$ cat src/rtl/multicycle_ctrl_if.sv
// Controller <-> datapath bundle: instruction/flag inputs and the ALU select plus datapath/memory strobes.
// master = controller side, slave = datapath/memory side.
interface multicycle_ctrl_if;
   logic [3:0] opcode;
   logic       alu_zero;
   logic       mem_ready;
   logic [2:0] alu_sel;
   logic       alu_src_a;
   logic [1:0] alu_src_b;
   logic       pc_write;
   logic [1:0] pc_src;
   logic       ir_write;
   logic       mem_read;
   logic       mem_write;
   logic       iord;
   logic       reg_write;
   logic       reg_dst;
   logic       mem_to_reg;
   logic       instr_done;
   logic       bus_err;
   logic       halted;

   modport master (
      input  opcode, alu_zero, mem_ready,
      output alu_sel, alu_src_a, alu_src_b, pc_write, pc_src, ir_write,
             mem_read, mem_write, iord, reg_write, reg_dst, mem_to_reg,
             instr_done, bus_err, halted
   );

   modport slave (
      output opcode, alu_zero, mem_ready,
      input  alu_sel, alu_src_a, alu_src_b, pc_write, pc_src, ir_write,
             mem_read, mem_write, iord, reg_write, reg_dst, mem_to_reg,
             instr_done, bus_err, halted
   );
endinterface

$ cat src/rtl/multicycle_ctrl.sv
// Multicycle control FSM: fetch/decode/execute/memory/writeback sequencing with a memory-ready timeout.
// Build option ILLEGAL_TRAP_EN: illegal opcodes trap into HALT instead of retiring as NOPs.
//
// state      | meaning
// FETCH      | read instruction at PC, PC += 4 on mem_ready
// DECODE     | branch target into ALUOut, dispatch on opcode
// EXEC_R     | R-type ALU operation
// WB_R       | write ALUOut to rd, retire
// EXEC_BR    | compare, load PC from ALUOut if alu_zero, retire
// MEM_ADDR   | effective address = A + imm
// MEM_RD     | load data, wait for mem_ready
// WB_MEM     | write MDR to rt, retire
// MEM_WR     | store data, retire on mem_ready
// JUMP       | load PC with jump target, retire
// HALT       | trapped on illegal opcode, left only by rst
module multicycle_ctrl #(
   parameter int MEM_TIMEOUT = 16,
   parameter int CNT_W       = 8
) (
   input  logic              clk,
   input  logic              rst,
   multicycle_ctrl_if.master bus
);

   typedef enum logic [3:0] {
      S_FETCH, S_DECODE, S_EXEC_R, S_WB_R, S_EXEC_BR, S_MEM_ADDR,
      S_MEM_RD, S_WB_MEM, S_MEM_WR, S_JUMP, S_HALT
   } state_t;

   typedef struct packed {
      logic [2:0] alu_sel;
      logic       alu_src_a;
      logic [1:0] alu_src_b;
      logic       pc_write;
      logic [1:0] pc_src;
      logic       ir_write;
      logic       mem_read;
      logic       mem_write;
      logic       iord;
      logic       reg_write;
      logic       reg_dst;
      logic       mem_to_reg;
      logic       instr_done;
      logic       bus_err;
      logic       halted;
   } ctrl_t;

   localparam logic [CNT_W-1:0] CNT_LAST = CNT_W'(MEM_TIMEOUT - 1);

   state_t           state, state_nxt;
   logic [CNT_W-1:0] cnt;
   logic             waiting;
   logic             timeout;
   ctrl_t            c;
   ctrl_t            co;

   assign waiting = ((state == S_FETCH) || (state == S_MEM_RD) || (state == S_MEM_WR))
                    && !bus.mem_ready;
   assign timeout = waiting && (cnt == CNT_LAST);

   always_ff @(posedge clk or posedge rst) begin
      if (rst) state <= S_FETCH;
      else     state <= state_nxt;
   end

   // A timeout in FETCH loops back to FETCH without a state change, so it clears explicitly.
   always_ff @(posedge clk or posedge rst) begin
      if (rst)                                  cnt <= '0;
      else if ((state_nxt != state) || timeout) cnt <= '0;
      else if (waiting)                         cnt <= cnt + CNT_W'(1);
   end

   always_comb begin
      state_nxt = state;
      c         = '0;
      case (state)
         S_FETCH: begin
            c.mem_read  = 1'b1;
            c.alu_src_b = 2'b01;
            if (bus.mem_ready) begin
               c.ir_write = 1'b1;
               c.pc_write = 1'b1;
               state_nxt  = S_DECODE;
            end else if (timeout) begin
               c.bus_err = 1'b1;
            end
         end
         S_DECODE: begin
            c.alu_src_b = 2'b11;
            case (bus.opcode)
               4'b0000, 4'b0001, 4'b0010,
               4'b0011, 4'b0100, 4'b0101: state_nxt = S_EXEC_R;
               4'b0110, 4'b0111:          state_nxt = S_EXEC_BR;
               4'b1000, 4'b1001:          state_nxt = S_MEM_ADDR;
               4'b1010:                   state_nxt = S_JUMP;
               default: begin
`ifdef ILLEGAL_TRAP_EN
                  state_nxt = S_HALT;
`else
                  c.instr_done = 1'b1;
                  state_nxt    = S_FETCH;
`endif
               end
            endcase
         end
         S_EXEC_R: begin
            c.alu_src_a = 1'b1;
            c.alu_sel   = bus.opcode[2:0];
            state_nxt   = S_WB_R;
         end
         S_WB_R: begin
            c.reg_write  = 1'b1;
            c.reg_dst    = 1'b1;
            c.instr_done = 1'b1;
            state_nxt    = S_FETCH;
         end
         S_EXEC_BR: begin
            c.alu_src_a  = 1'b1;
            c.alu_sel    = bus.opcode[2:0];
            c.pc_src     = 2'b01;
            c.pc_write   = bus.alu_zero;
            c.instr_done = 1'b1;
            state_nxt    = S_FETCH;
         end
         S_MEM_ADDR: begin
            c.alu_src_a = 1'b1;
            c.alu_src_b = 2'b10;
            state_nxt   = bus.opcode[0] ? S_MEM_WR : S_MEM_RD;
         end
         S_MEM_RD: begin
            c.mem_read = 1'b1;
            c.iord     = 1'b1;
            if (bus.mem_ready) begin
               state_nxt = S_WB_MEM;
            end else if (timeout) begin
               c.bus_err = 1'b1;
               state_nxt = S_FETCH;
            end
         end
         S_WB_MEM: begin
            c.reg_write  = 1'b1;
            c.mem_to_reg = 1'b1;
            c.instr_done = 1'b1;
            state_nxt    = S_FETCH;
         end
         S_MEM_WR: begin
            c.mem_write = 1'b1;
            c.iord      = 1'b1;
            if (bus.mem_ready) begin
               c.instr_done = 1'b1;
               state_nxt    = S_FETCH;
            end else if (timeout) begin
               c.bus_err = 1'b1;
               state_nxt = S_FETCH;
            end
         end
         S_JUMP: begin
            c.pc_write   = 1'b1;
            c.pc_src     = 2'b10;
            c.instr_done = 1'b1;
            state_nxt    = S_FETCH;
         end
`ifdef ILLEGAL_TRAP_EN
         S_HALT: begin
            c.halted = 1'b1;
         end
`endif
         default: state_nxt = S_FETCH;
      endcase
   end

   // Outputs are held quiet for the whole reset pulse, not just from the next edge.
   assign co = rst ? ctrl_t'(0) : c;

   assign bus.alu_sel    = co.alu_sel;
   assign bus.alu_src_a  = co.alu_src_a;
   assign bus.alu_src_b  = co.alu_src_b;
   assign bus.pc_write   = co.pc_write;
   assign bus.pc_src     = co.pc_src;
   assign bus.ir_write   = co.ir_write;
   assign bus.mem_read   = co.mem_read;
   assign bus.mem_write  = co.mem_write;
   assign bus.iord       = co.iord;
   assign bus.reg_write  = co.reg_write;
   assign bus.reg_dst    = co.reg_dst;
   assign bus.mem_to_reg = co.mem_to_reg;
   assign bus.instr_done = co.instr_done;
   assign bus.bus_err    = co.bus_err;
`ifdef ILLEGAL_TRAP_EN
   assign bus.halted     = co.halted;
`else
   assign bus.halted     = 1'b0;
`endif

endmodule
$ cat src/flat_wrapper.sv
// flat-port wrapper written by rule: the top's interface ports become plain ports
module multicycle_ctrl_flat 
#(
   parameter int MEM_TIMEOUT = 16,
   parameter int CNT_W       = 8
)
  (clk, rst, bus_opcode, bus_alu_zero, bus_mem_ready, bus_alu_sel, bus_alu_src_a, bus_alu_src_b, bus_pc_write, bus_pc_src, bus_ir_write, bus_mem_read, bus_mem_write, bus_iord, bus_reg_write, bus_reg_dst, bus_mem_to_reg, bus_instr_done, bus_bus_err, bus_halted);
  multicycle_ctrl_if bus_i ();
  input  logic clk;
  input  logic rst;
  input wire logic [$bits(bus_i.opcode)-1:0] bus_opcode;
  input wire logic [$bits(bus_i.alu_zero)-1:0] bus_alu_zero;
  input wire logic [$bits(bus_i.mem_ready)-1:0] bus_mem_ready;
  output wire logic [$bits(bus_i.alu_sel)-1:0] bus_alu_sel;
  output wire logic [$bits(bus_i.alu_src_a)-1:0] bus_alu_src_a;
  output wire logic [$bits(bus_i.alu_src_b)-1:0] bus_alu_src_b;
  output wire logic [$bits(bus_i.pc_write)-1:0] bus_pc_write;
  output wire logic [$bits(bus_i.pc_src)-1:0] bus_pc_src;
  output wire logic [$bits(bus_i.ir_write)-1:0] bus_ir_write;
  output wire logic [$bits(bus_i.mem_read)-1:0] bus_mem_read;
  output wire logic [$bits(bus_i.mem_write)-1:0] bus_mem_write;
  output wire logic [$bits(bus_i.iord)-1:0] bus_iord;
  output wire logic [$bits(bus_i.reg_write)-1:0] bus_reg_write;
  output wire logic [$bits(bus_i.reg_dst)-1:0] bus_reg_dst;
  output wire logic [$bits(bus_i.mem_to_reg)-1:0] bus_mem_to_reg;
  output wire logic [$bits(bus_i.instr_done)-1:0] bus_instr_done;
  output wire logic [$bits(bus_i.bus_err)-1:0] bus_bus_err;
  output wire logic [$bits(bus_i.halted)-1:0] bus_halted;
  assign bus_i.opcode = bus_opcode;
  assign bus_i.alu_zero = bus_alu_zero;
  assign bus_i.mem_ready = bus_mem_ready;
  assign bus_alu_sel = bus_i.alu_sel;
  assign bus_alu_src_a = bus_i.alu_src_a;
  assign bus_alu_src_b = bus_i.alu_src_b;
  assign bus_pc_write = bus_i.pc_write;
  assign bus_pc_src = bus_i.pc_src;
  assign bus_ir_write = bus_i.ir_write;
  assign bus_mem_read = bus_i.mem_read;
  assign bus_mem_write = bus_i.mem_write;
  assign bus_iord = bus_i.iord;
  assign bus_reg_write = bus_i.reg_write;
  assign bus_reg_dst = bus_i.reg_dst;
  assign bus_mem_to_reg = bus_i.mem_to_reg;
  assign bus_instr_done = bus_i.instr_done;
  assign bus_bus_err = bus_i.bus_err;
  assign bus_halted = bus_i.halted;
  multicycle_ctrl #(.MEM_TIMEOUT(MEM_TIMEOUT), .CNT_W(CNT_W)) u_core (.clk(clk), .rst(rst), .bus(bus_i));
endmodule
$ cat config.mk
export PLATFORM = sky130hd
export DESIGN_NAME = multicycle_ctrl_flat
export DESIGN_NICKNAME = d
export VERILOG_FILES = /design/src/rtl/multicycle_ctrl_if.sv /design/src/rtl/multicycle_ctrl.sv /design/src/flat_wrapper.sv
export SDC_FILE = /design/constraint.sdc
export NUM_CORES = 1
export LEC_CHECK = 0
export ABC_AREA = 0
export ABC_CLOCK_PERIOD_IN_PS = 4700
export BUFFER_PORTS_ARGS = -buffer_cell sky130_fd_sc_hd__buf_4
export CELL_PAD_IN_SITES_DETAIL_PLACEMENT = 0
export CELL_PAD_IN_SITES_GLOBAL_PLACEMENT = 1
export CORE_ASPECT_RATIO = 1.2
export CORE_MARGIN = 1
export CORE_UTILIZATION = 41
export CTS_CLUSTER_DIAMETER = 40
export DETAILED_ROUTE_END_ITERATION = 10
export GPL_TIMING_DRIVEN = 0
export PLACE_DENSITY_LB_ADDON = 0.1
export SLEW_MARGIN = 0
export SYNTH_ARGS = -nofsm -noshare
export SYNTH_HDL_FRONTEND = slang
export SYNTH_SLANG_ARGS = --single-unit
$ cat constraint.sdc
create_clock -name clk -period 4.7 [get_ports clk]
set_input_delay 0.94 -clock clk [delete_from_list [all_inputs] [get_ports clk]]
set_output_delay 0.94 -clock clk [all_outputs]
set_load 0.05 [all_outputs]
## Yosys cells after proc, flatten, opt, wreduce, memory -nomap -nowiden

Index checks and enable logic that the tools add are counted.

| storage, ports and cells | value |
|---|---|
| register bits | 12 |
| bits in latches | 0 |
| memory bits (writable) | 0 |
| memory bits (read-only) | 0 |
| input port bits | 8 |
| output and inout port bits | 19 |
| memories kept | 0 |

| cells by class | value |
|---|---|
| add/subtract/negate cells | 1 |
| multiply operators | 0 |
| div/mod/pow operators | 0 |
| magnitude comparators | 0 |
| equal/unequal tests | 21 |
| shift operators | 0 |
| mux-type cells | 28 |
| bitwise logic cells | 0 |
| reduce and logical (&&, ||, !) cells | 20 |

Operators with widths:

| kind | number |
|---|---|
| equality test 4 x 3 -> 1 bit, second input constant | 8 |
| one-hot mux 4 bit (6 select lines) | 1 |
| equality test 4 bit, second input constant | 5 |
| two-way mux 4 bit | 5 |
| two-way mux 19 bit | 1 |
| equality test 4 x 2 -> 1 bit, second input constant | 4 |
| two-way mux 8 bit | 2 |
| one-hot mux 4 bit (4 select lines) | 1 |
| two-way mux 1 bit | 13 |
| OR reduction 2 bit | 6 |
| OR reduction 11 bit | 1 |
| adder 8 x 1 -> 8 bit, second input constant | 1 |
| equality test 4 x 1 -> 1 bit, second input constant | 2 |
| equality test 8 x 4 -> 1 bit, second input constant | 1 |
| logical NOT 4 bit | 2 |
| one-hot mux 1 bit (3 select lines) | 2 |
| one-hot mux 2 bit (3 select lines) | 1 |
| OR reduction 3 bit | 2 |
| OR reduction 6 bit | 1 |
| inequality test 4 bit | 1 |
| one-hot mux 2 bit (2 select lines) | 1 |
| OR reduction 4 bit | 1 |
| logical OR 1 bit | 3 |
| two-way mux 3 bit | 1 |
| other kinds (3) | 4 |

## Logic depth before layout (Yosys ltp)

| depth | value |
|---|---|
| word-level depth | 11 |
| depth in mapped cells | 6 |
| depth with buffers taken out | 5 |

## Least setup slack after synthesis

No wires, ideal clock.

| timing | value |
|---|---|
| kind | input port to output port |
| from | in rst |
| to | out bus_mem_read |
| arrival time | 2.638 ns |
| required time | 3.760 ns |
| slack | 1.122 ns |
| stages on the path | 2 |
| path buffers | 1 |
| cell sequence | clkbuf_1 -> nor4_1 |

| between the ends | value |
|---|---|
| word-level cells in the longest chain between the ends | 1 |

RTL lines:

| what | RTL line | text |
|---|---|---|
| start, declared | flat_wrapper.sv:10 | `input logic rst;` |
| two-way mux 19 bit | multicycle_ctrl.sv:173 | `assign co = rst ? ctrl_t'(0) : c;` |
| end, declared | flat_wrapper.sv:20 | `output wire logic [$bits(bus_i.mem_read)-1:0] bus_mem_read;` |

No other way between the ends.

## Worst setup path in the final report

| timing | value |
|---|---|
| from | reg u_core.state[1] |
| to | out bus_alu_src_a |

| between the ends | value |
|---|---|
| word-level cells in the longest chain between the ends | 4 |

RTL lines:

| what | RTL line | text |
|---|---|---|
| start, declared | multicycle_ctrl.sv:50 | `state_t state, state_nxt;` |
| start signal, assigned | multicycle_ctrl.sv:63 | `else state <= state_nxt;` |
| equality test 4 x 3 -> 1 bit or equality test 4 x 2 -> 1 bit (tied branches) | multicycle_ctrl.sv:76 | `case (state)` |
| OR reduction 3 bit (no source line) * | n/a |  |
| two-way mux 1 bit * | multicycle_ctrl.sv:76 |  |
| two-way mux 19 bit * | multicycle_ctrl.sv:173 |  |
| end, declared | flat_wrapper.sv:15 | `output wire logic [$bits(bus_i.alu_src_a)-1:0] bus_alu_src_a;` |

Every way passes the cells marked *; elsewhere a longest branch is shown, timed or not.

==> results.toml <==
[logic_synthesis]
synthCells = 135
main_area_contributors_after_synthesis = "dfrtp_1 27%, nor3_1 6.3%, mux2i_1 4.5%, nor2_1 4.1%, nor4_1 3.9%"
number_of_register_bits_inferred_by_synthesis = 12
synth_enable_flop_cells = 0
synthesis.nets = 144
synth.yosys.seq_area_share_pct = 27.0
ys.warnings.count = 0
syn_area_um2 = 1110
post_synthesis_cell_type_count = 49
dominantRegCellSynth = "dfrtp_1"
yosysTopAreaCellShare_pct = 27.0
postSynthAreaPerCell_um2 = 8.23
ys_async_sr_fraction_pct = 100
netlist.top_cell.by_area = "dfrtp_1"

[layout]
drive_above_1_share_pct = 23.9
final_cell_area_um2 = 1360
final_net_count = 174
antenna-diode-count = 0
area_delta_synth_final_pct = 22.6

[routing]
detail_route.drc_violations = 0
vias_per_cell = 5.86
drt-wirelength-per-cell_um = 15.0
drt_wl_total_um = 2940
routed-via-count = 1149
drt_pre_antenna_iters = 4
drt_iter0_markers = 26
antenna_violating_nets_post_route = 0

[die]
fp.dieW_um = 49.5
initial_utilization_pct = 43.5
floorplan.io_pins = 27
num_rows = 20
design.core.area_um2 = 2550
die_height_um = 59.0
design.die.area_um2 = 2920

[setup_path]
worstPathMaxFanout = 10
worstPathRequired_ns = 3.76
timing.critical_path.arrival_ns = 2.11
path_class = "reg -> out"
timing.critical_path.from_type = "flop"
crit_path_end_kind = "output pin"

[clocking]
clk_path_buf_depth = 2
cts_hold_repair.buffers = 0
clock-sinks = 12
clk_latency_ns = 0.27
cts.htree.levels = 1
cts.reportedPaths.clkPinSlew_ns = 0.07
tritoncts = "yes"
ctsRootBufferMaster = "clkbuf_4"
tritoncts.num_buffers = 3
postCtsSetupBuffers = 0
cts_resized = 0

[min_path]
min_delay_worst_type = "reg -> reg"

[global_routing]
grtUsageTotal_pct = 22.1
largest_net_degree_at_the_start_of_global_routing = 15
first_global_vias = 1129
initial_antenna_violation_count = 0
grt_first_pass_wirelength_um = 5040
grt_overflow = 0

[status]
run_status = "complete, no violations"

[sta]
report.final.setup_viol = 0
fin_worst_skew_ns = 0.000548
max_slew_margin_pct = 50.4
setup_repair_after_global_routing_missed_its_margin = "no"
period_share_pct = 64.8
final.min_clock_period_ns = 3.05
report.final.slew_viol_count = 0
max_slew.worst_pin.slew_ns = 0.745
finalHoldViolations = 0
setup-tns-final_ns = 0
fmax_ghz = 0.328

[power]
post-layout-total-power_mw = 0.608
power.leakage_nw = 0.610
power_density_nw_per_um2 = 446
worst_ir_drop_vdd_mv = 0.200

[placement]
dpl-instance-area_um2 = 1340
routabilityCongestion = 0.800
portBuffers = 25
detailed_place_hpwl_um = 2180

[flow_run]
cap_viol_max_count = 0
## power by group
group / internal (mW) / switching, mW / total (mW)
sequential: 0.117 / 0.00903 / 0.126
clock: 0.0297 / 0.0314 / 0.0611
combinational: 0.127 / 0.293 / 0.420
## logic make-up after synthesis
logic type,Yosys count,synth area share [%]
AO/OA/AOI/OAI,29,20.8
XOR/XNOR,5,3.94
adder cells (fa/ha/maj),1,1.13
buffers and inverters,16,7.32
flip-flops,12,27.0
multiplexers,5,4.50
other,1,0.338
AND/OR/NAND/NOR,66,34.9
## state kept, by name, indices dropped and copies added (netlist names)
name          flops
u_core.cnt        8
u_core.state      4
## layer usage
layer | wire length (um) | share of wire [%] | GRT usage (%)
met4 | 51 | 1.7 | 12.7
met5 | 0 | 0 | 0
met3 | 116 | 3.9 | 1.28
met2 | 1440 | 49 | 37.6
met1 | 1330 | 45 | 27.7
## critical path: stages (launching register included)
cell	delay [ns]
dfrtp_1	0.35
clkbuf_1	0.35
buf_2	0.30
inv_1	0.13
nor2_1	0.22
mux2i_1	0.11
nor3_1	0.16
buf_4	0.23
## layout make-up
type	instances	area (um2)
timing repair buffer	25	188
inverter	5	18.8
multi-input combinational	107	729
clock buffer	3	22.5
tap	33	41.3
buffer	11	62.6
sequential	12	300
fill	281	1190
## path summary, 6_finish.rpt
kind,startpoint,to,slack (ns),depth (start not counted)
max,u_core.state[1]$_DFF_PP0_,bus_alu_src_a,1.65,7
min,u_core.cnt[7]$_DFFE_PP0P_,u_core.cnt[7]$_DFFE_PP0P_,0.59,2
max reg2reg,u_core.cnt[4]$_DFFE_PP0P_,u_core.cnt[1]$_DFFE_PP0P_,2.69,4
min reg2reg,u_core.cnt[7]$_DFFE_PP0P_,u_core.cnt[7]$_DFFE_PP0P_,0.59,2
max in group asynchronous,rst,u_core.state[0]$_DFF_PP0_,3.60,2
min in group asynchronous,rst,u_core.state[3]$_DFF_PP0_,0.75,2
## cell usage after synthesis, types with 3 or more instances
library cell and number:
nor3_1 14, dfrtp_1 12, nor2_1 12, nand2_1 9
nor4_1 7, clkbuf_1 5, inv_1 5, mux2i_1 5
o21ai_0 5, xor2_1 5, and2_1 4, a21oi_1 3
o2111ai_1 3
## layout by cell type, fill, tap and decap left out, drive strengths merged, types with 3 or more instances in the layout
cell / synthesis / routed
buf: 6 / 31
nor3: 14 / 14
nor2: 14 / 14
dfrtp: 12 / 12
nand2: 9 / 9
clkbuf: 5 / 8
nor4: 7 / 7
o21ai: 6 / 6
inv: 5 / 5
xor2: 5 / 5
mux2i: 5 / 5
and2: 4 / 4
a211oi: 4 / 4
a21oi: 3 / 3
o2111ai: 3 / 3
o211ai: 3 / 3
## metrics by stage
step	setup WS (ns)	hold WS (ns)	util, %	cells
floorplan	1.12	0.547	-	135
global placement	1.79	0.563	52.5	193
detailed placement	1.79	0.580	52.5	193
CTS	1.63	0.590	53.4	196
global route	1.36	0.620	53.4	196
finish	1.65	0.588	53.4	196
Power figures use the tool's default switching activity.
